### src/rtl/mbist_pkg.sv
// Shared types for the MBIST repair CAM and its scan chain.
// Entry layout matches the scan image: {valid, addr}.
package mbist_pkg;

  localparam int MBIST_ADDR_WD   = 9;
  localparam int MBIST_ERR_LIMIT = 4;
  localparam logic [MBIST_ADDR_WD-1:0] MBIST_REPAIR_START = 9'h1FC;

  typedef struct packed {
    logic                     valid;
    logic [MBIST_ADDR_WD-1:0] addr;
  } repair_entry_t;

  typedef enum logic [1:0] {
    IDLE,
    CAPT,
    SHIFT,
    UPD
  } scan_state_e;

endpackage

### src/rtl/mbist_repair_scan_chain.sv
// Capture/shift/update scan register for the repair table.
// Operations act on the edge where their strobe is sampled.
module mbist_repair_scan_chain
  import mbist_pkg::*;
#(
  parameter int CHAIN_LEN = 40
) (
  input  logic                 clk,
  input  logic                 rst_n,
  input  logic                 clear,
  input  logic                 scan_capture,
  input  logic                 scan_shift,
  input  logic                 scan_update,
  input  logic                 sdi,
  input  logic [CHAIN_LEN-1:0] tbl_i,
  output logic [CHAIN_LEN-1:0] sr_o,
  output logic                 upd_o,
  output logic                 sdo,
  output logic                 scan_done
);

  localparam int CNT_W = $clog2(CHAIN_LEN);

  scan_state_e          state_q, state_d;
  logic [CHAIN_LEN-1:0] sr_q, sr_d;
  logic [CNT_W-1:0]     cnt_q, cnt_d;
  logic                 done_q, done_d;
  logic                 wrap;

  always_ff @(posedge clk or negedge rst_n) begin
    if (!rst_n) begin
      state_q <= IDLE;
      sr_q    <= '0;
      cnt_q   <= '0;
      done_q  <= 1'b0;
    end else begin
      state_q <= state_d;
      sr_q    <= sr_d;
      cnt_q   <= cnt_d;
      done_q  <= done_d;
    end
  end

  always_comb begin
    state_d = IDLE;
    priority case (1'b1)
      clear:        state_d = IDLE;
      scan_update:  state_d = UPD;
      scan_capture: state_d = CAPT;
      scan_shift:   state_d = SHIFT;
      default:      state_d = IDLE;
    endcase
  end

  assign wrap = (cnt_q == CNT_W'(CHAIN_LEN - 1));

  always_comb begin
    sr_d   = sr_q;
    cnt_d  = cnt_q;
    done_d = 1'b0;
    upd_o  = 1'b0;
    if (clear) begin
      sr_d  = '0;
      cnt_d = '0;
    end else begin
      unique case (state_d)
        CAPT: begin
          sr_d  = tbl_i;
          cnt_d = '0;
        end
        SHIFT: begin
          sr_d   = {sdi, sr_q[CHAIN_LEN-1:1]};
          cnt_d  = wrap ? '0 : cnt_q + 1'b1;
          done_d = wrap;
        end
        UPD:     upd_o = 1'b1;
        default: ;
      endcase
    end
  end

  assign sr_o      = sr_q;
  assign sdo       = sr_q[0];
  assign scan_done = done_q && (state_q == SHIFT);

endmodule

### src/rtl/mbist_repair_cam.sv
// Failing-address CAM with spare-row remap, overflow tracking
// and a scan chain for saving/restoring the repair table.
module mbist_repair_cam
  import mbist_pkg::*;
#(
  parameter int BIST_ADDR_WD = MBIST_ADDR_WD,
  parameter int BIST_ERR_LIMIT = MBIST_ERR_LIMIT,
  parameter logic [BIST_ADDR_WD-1:0] BIST_REPAIR_ADDR_START = MBIST_REPAIR_START,
  parameter int ENTRY_WD = BIST_ADDR_WD + 1,
  parameter int CHAIN_LEN = BIST_ERR_LIMIT * ENTRY_WD,
  parameter int CW = $clog2(BIST_ERR_LIMIT + 1)
) (
  input  logic                    clk,
  input  logic                    rst_n,
  input  logic                    Error,
  input  logic [BIST_ADDR_WD-1:0] ErrorAddr,
  input  logic                    clear,
  input  logic [BIST_ADDR_WD-1:0] AddressIn,
  output logic [BIST_ADDR_WD-1:0] AddressOut,
  output logic                    Correct,
  output logic                    repair_full,
  output logic                    repair_fail,
  output logic [CW-1:0]           err_cnt,
  input  logic                    scan_capture,
  input  logic                    scan_shift,
  input  logic                    scan_update,
  input  logic                    sdi,
  output logic                    sdo,
  output logic                    scan_done
);

  localparam int N  = BIST_ERR_LIMIT;
  localparam int AW = BIST_ADDR_WD;

  logic [N-1:0]         valid_q, valid_d;
  logic [N-1:0][AW-1:0] addr_q, addr_d;
  logic [CW-1:0]        cnt_q, cnt_d;
  logic                 fail_q, fail_d;
  logic                 correct_q, correct_d;

  logic [CHAIN_LEN-1:0] tbl, sr;
  logic                 upd;
  logic                 hit, free_ok;
  int                   free_idx;
  logic [CW-1:0]        pop;

  always_ff @(posedge clk or negedge rst_n) begin
    if (!rst_n) begin
      valid_q   <= '0;
      addr_q    <= '0;
      cnt_q     <= '0;
      fail_q    <= 1'b0;
      correct_q <= 1'b0;
    end else begin
      valid_q   <= valid_d;
      addr_q    <= addr_d;
      cnt_q     <= cnt_d;
      fail_q    <= fail_d;
      correct_q <= correct_d;
    end
  end

  always_comb begin
    tbl = '0;
    for (int i = 0; i < N; i++)
      tbl[i*ENTRY_WD +: ENTRY_WD] = {valid_q[i], addr_q[i]};
  end

  mbist_repair_scan_chain #(
    .CHAIN_LEN(CHAIN_LEN)
  ) u_chain (
    .clk         (clk),
    .rst_n       (rst_n),
    .clear       (clear),
    .scan_capture(scan_capture),
    .scan_shift  (scan_shift),
    .scan_update (scan_update),
    .sdi         (sdi),
    .tbl_i       (tbl),
    .sr_o        (sr),
    .upd_o       (upd),
    .sdo         (sdo),
    .scan_done   (scan_done)
  );

  // Restored tables may have holes, so allocate the lowest free slot.
  always_comb begin
    hit      = 1'b0;
    free_ok  = 1'b0;
    free_idx = 0;
    pop      = '0;
    for (int i = N - 1; i >= 0; i--) begin
      if (valid_q[i] && addr_q[i] == ErrorAddr) hit = 1'b1;
      if (!valid_q[i]) begin
        free_ok  = 1'b1;
        free_idx = i;
      end
      pop = pop + CW'(sr[i*ENTRY_WD + AW]);
    end
  end

  always_comb begin
    valid_d = valid_q;
    addr_d  = addr_q;
    cnt_d   = cnt_q;
    fail_d  = fail_q;
    if (clear) begin
      valid_d = '0;
      addr_d  = '0;
      cnt_d   = '0;
      fail_d  = 1'b0;
    end else if (upd) begin
      for (int i = 0; i < N; i++) begin
        valid_d[i] = sr[i*ENTRY_WD + AW];
        addr_d[i]  = sr[i*ENTRY_WD +: AW];
      end
      cnt_d  = pop;
      fail_d = 1'b0;
    end else if (Error && !scan_capture && !scan_shift && !hit) begin
      if (free_ok) begin
        valid_d[free_idx] = 1'b1;
        addr_d[free_idx]  = ErrorAddr;
        cnt_d             = cnt_q + 1'b1;
      end else begin
        fail_d = 1'b1;
      end
    end
    correct_d = (cnt_d != '0) && !fail_d;
  end

  always_comb begin
    AddressOut = AddressIn;
    for (int i = N - 1; i >= 0; i--)
      if (valid_q[i] && addr_q[i] == AddressIn)
        AddressOut = BIST_REPAIR_ADDR_START + AW'(i);
  end

  assign err_cnt     = cnt_q;
  assign Correct     = correct_q;
  assign repair_fail = fail_q;
  assign repair_full = (cnt_q == CW'(N));

endmodule

### config.mk
export PLATFORM = sky130hd
export DESIGN_NAME = mbist_repair_cam
export DESIGN_NICKNAME = d
export VERILOG_FILES = /design/src/rtl/mbist_pkg.sv /design/src/rtl/mbist_repair_scan_chain.sv /design/src/rtl/mbist_repair_cam.sv
export SDC_FILE = /design/constraint.sdc
export NUM_CORES = 1
export LEC_CHECK = 0
export CAP_MARGIN = 40
export CORE_UTILIZATION = 42
export DETAILED_ROUTE_END_ITERATION = 6
export PLACE_DENSITY = 0.72
export SYNTH_ARGS = -nofsm -noshare
export SYNTH_HDL_FRONTEND = slang
export SYNTH_SLANG_ARGS = --single-unit
### constraint.sdc
create_clock -name clk -period 2.5 [get_ports clk]
set_clock_uncertainty 0.2 [all_clocks]
set_input_delay 0.5 -clock clk [delete_from_list [all_inputs] [get_ports clk]]
set_output_delay 0.5 -clock clk [all_outputs]
set_load 0.1 [all_outputs]
==> impl_metrics.yaml <==
outcome:
  status: "complete, but fails checks"
  violations: "setup timing"
power_and_ir_drop:
  fin_total_pwr_mw: 3.67
  p_per_area_mw_per_mm2: 489
  p_sw_mw: 1.05
  leakagePower_nw: 3.22
  p_int_mw: 2.62
  pwr-share-seq: 0.431
  comb_power_share: 0.182
  pwr-share-clk: 0.386
  swShare: 0.286
  power.ir.vdd_worst_mv: 0.345
synthesis:
  synth_edf_count: 0
  synth-async-reset-ratio: 1.00
  synth-seq-cells: 94
  ys_types: 48
  yosysTopAreaCell: "dfrtp_1"
  ys_top_cells_by_count: "dfrtp_1, nor2_1, nand2_1, xnor2_1, o21ai_0"
  synth_top_family_by_area: "multiplexers"
  synth_compound_area_frac: 0.129
  yosysMostFrequentCell: "dfrtp_1"
  synth-seq-area-share: 0.406
  synth-xor-area-share: 0.112
  yosys-mux-area-fraction: 0.153
  yosysTopAreaCellShare: 0.406
  yosys.area_share.simple: 0.141
  synthAdderAreaFrac: 0.0142
  netlist_area_mm2: 0.00580
  synth_area_leaders: "dfrtp_1, xnor2_1, mux2_4"
  syn_avg_cell_area_um2: 9.83
  syn_nets: 622
  ys_warn_count: 0
  ys.flop_type: "dfrtp_1"
  syn_inst: 590
detailed_routing:
  drt_iter0_markers: 316
  vias_per_cell: 5.72
  drtPass1Iterations: 5
  route.detailed.drc: 0
  ant_nets: 0
  vias: 4884
  avgRoutedWirePerCell_um: 20.1
  totalWireLength_mm: 17.2
layout:
  diodes: 0
  finish.net_count: 705
  area_delta_synth_final_pct: 29.4
  drive_above_1_share: 0.292
  fill_cells: 1140
clocking:
  numCtsBuffers: 9
  ctsHtreeMaxLevel: 3
  tritoncts: "built"
  insertion_delay_ps: 360
  cts-root-buf: "clkbuf_16"
  clock-sinks: 94
  clkSlewWorstSetupHoldPaths_ps: 70
  clk_path_buf_depth: 2
place:
  routabilityCongestion: 0.933
  io_buffers: 42
  dp_hpwl_mm: 12.4
worst_setup_path:
  critPathRequiredTime_ps: 1800
  cpPeakStageDelay_ps: 430
  crit_chain: "xor2_1 -> nor4_2 -> nand4_1 -> nand3b_1 -> buf_6 -> or2_4 -> buf_12"
  worstPathMaxFanout: 7
  cp_data_arrival_time_ps: 2190
  crit_slowest_cell: "dfrtp_1"
  critPathLaunchType: "flop"
  critPathBufInv: 2
  end_kind: "output port"
  crit_family: "simple AND/OR/NAND/NOR gates"
  criticalPathCategory: "reg -> out"
global_route:
  grt_pass1_wl_mm: 27.5
  grt_start_max_net_pins: 47
  antenna_found_initial: 0
  grt_pass1_vias: 4998
  grt_overflow: 0
  grt_usage: 0.254
sta:
  finalMaxSlewViolations: 0
  max_clock_freq_mhz: 346
  setup_tns_ps: -3360
  fin_crit_ps: 2890
  rsz0062_at_grt: "true"
  finalCritPeriodShare: 1.16
  worst_pin_slew_ps: 590
  hold_violations: 0
  setup_violations: 10
  setup_ws_ps: -389
  relSlewSlack: 0.607
hold_path:
  hold_path_class: "in -> reg"
floorplan:
  chipHeight_um: 119
  ios: 43
  fp.dieArea_mm2: 0.0143
  core_mm2: 0.0133
  initial_utilization: 0.434
  row_count: 42
  die_x_um: 119
job:
  drv_cap: 0
[kinds of logic (layout without fill, tap and decap cells)]
group | after synthesis | count (layout)
AO/OA/AOI/OAI | 111 | 112
multiplexers | 74 | 74
flip-flops | 94 | 94
adder cells (fa/ha/maj) | 6 | 6
AND/OR/NAND/NOR | 172 | 172
buffers and inverters | 59 | 146
XOR/XNOR | 74 | 74
[layer usage]
layer,vias to the layer above,track usage,part of all wire
li1,2213,-,-
met1,2454,0.335,0.44
met2,181,0.408,0.48
met3,36,0.0352,0.052
met4,0,0.133,0.034
met5,-,0,0
[repair_timing]
action	4_1_cts	5_1_grt
hold endpoints to repair	40	0
buffers inserted	8	5
setup endpoints to repair	51	40
hold buffers	1	0
gates cloned	1	0
gates resized for setup	59	13
pin swaps	23	11
[registers in the layout, indices dropped and copies added, names as in the netlist]
signal,flops
u_chain.cnt_q,6
valid_q,4
addr_q,36
u_chain.sr_o,40
Correct,1
u_chain.state_q,2
repair_fail,1
u_chain.done_q,1
err_cnt,3
[placed cells by master, fill, tap and decap left out, types with 8 or more instances in the layout]
cell       netlist  layout
xnor2_1         54      39
buf_4            1      72
o21ai_0         47      47
xor2_1          20      20
nor2_1          57      53
nand2_1         54      54
clkbuf_16        0       9
a21oi_1          8       8
mux2i_1         38      38
buf_12           0      15
mux2_1           9       9
nand4_1         16      16
nor2b_1          9       9
dfrtp_1         94      91
a22oi_1         36      36
mux2_4          27      27
inv_1           11      11
xnor2_2          0      13
[power by group through the flow]
stage               combinational, mW  clock [mW]  sequential, mW
detailed placement              0.639           0            1.61
global placement                0.628           0            1.61
finish                          0.669        1.42            1.58
CTS                             0.666        1.44            1.58
floorplan                       0.360           0            1.64
global route                    0.708        1.49            1.59
[layout make-up]
class	count	area, um2	area share
multi-input combinational	438	3450	0.460
sequential	94	2360	0.314
timing repair buffer	119	1130	0.151
clock buffer	11	243	0.0324
tap	176	220	0.0294
clock inverter	5	58.8	0.00784
inverter	11	41.3	0.00550
[per-stage QoR]
stage	cell area [um2]	setup slack [ps]	hold WS (ps)	instances	utilization
2_1_floorplan	5990	-314	4.41	590	-
4_1_cts	7460	-390	277	850	0.559
3_3_place_gp	6950	-716	293	824	0.520
5_1_grt	7500	-441	332	854	0.562
6_report	7500	-389	291	854	0.562
3_5_place_dp	6950	-786	303	824	0.520
[path summary, 6_finish.rpt]
path	start	to	slack [ps]	cells after the start
setup / recovery	addr_q[19]	AddressOut[7]	-390	7
hold / removal	scan_update	u_chain.state_q[1]	290	3
setup reg to reg	addr_q[8]	Correct	10	9
hold reg to reg	u_chain.sr_o[0]	u_chain.sr_o[0]	320	2
max in group asynchronous	rst_n	addr_q[3]	890	3
min in group asynchronous	rst_n	valid_q[2]	490	2
[worst register-to-register path, stage by stage, from the launching register on]
cell      delay (ps)
dfrtp_1          440
xnor2_1          200
nand4_1          180
nor4_2           170
buf_4            150
a311oi_2          50
buf_4            200
a41o_1           220
o221a_2          240
o32a_1           320
Note: power is estimated with default switching activity, not from simulation.
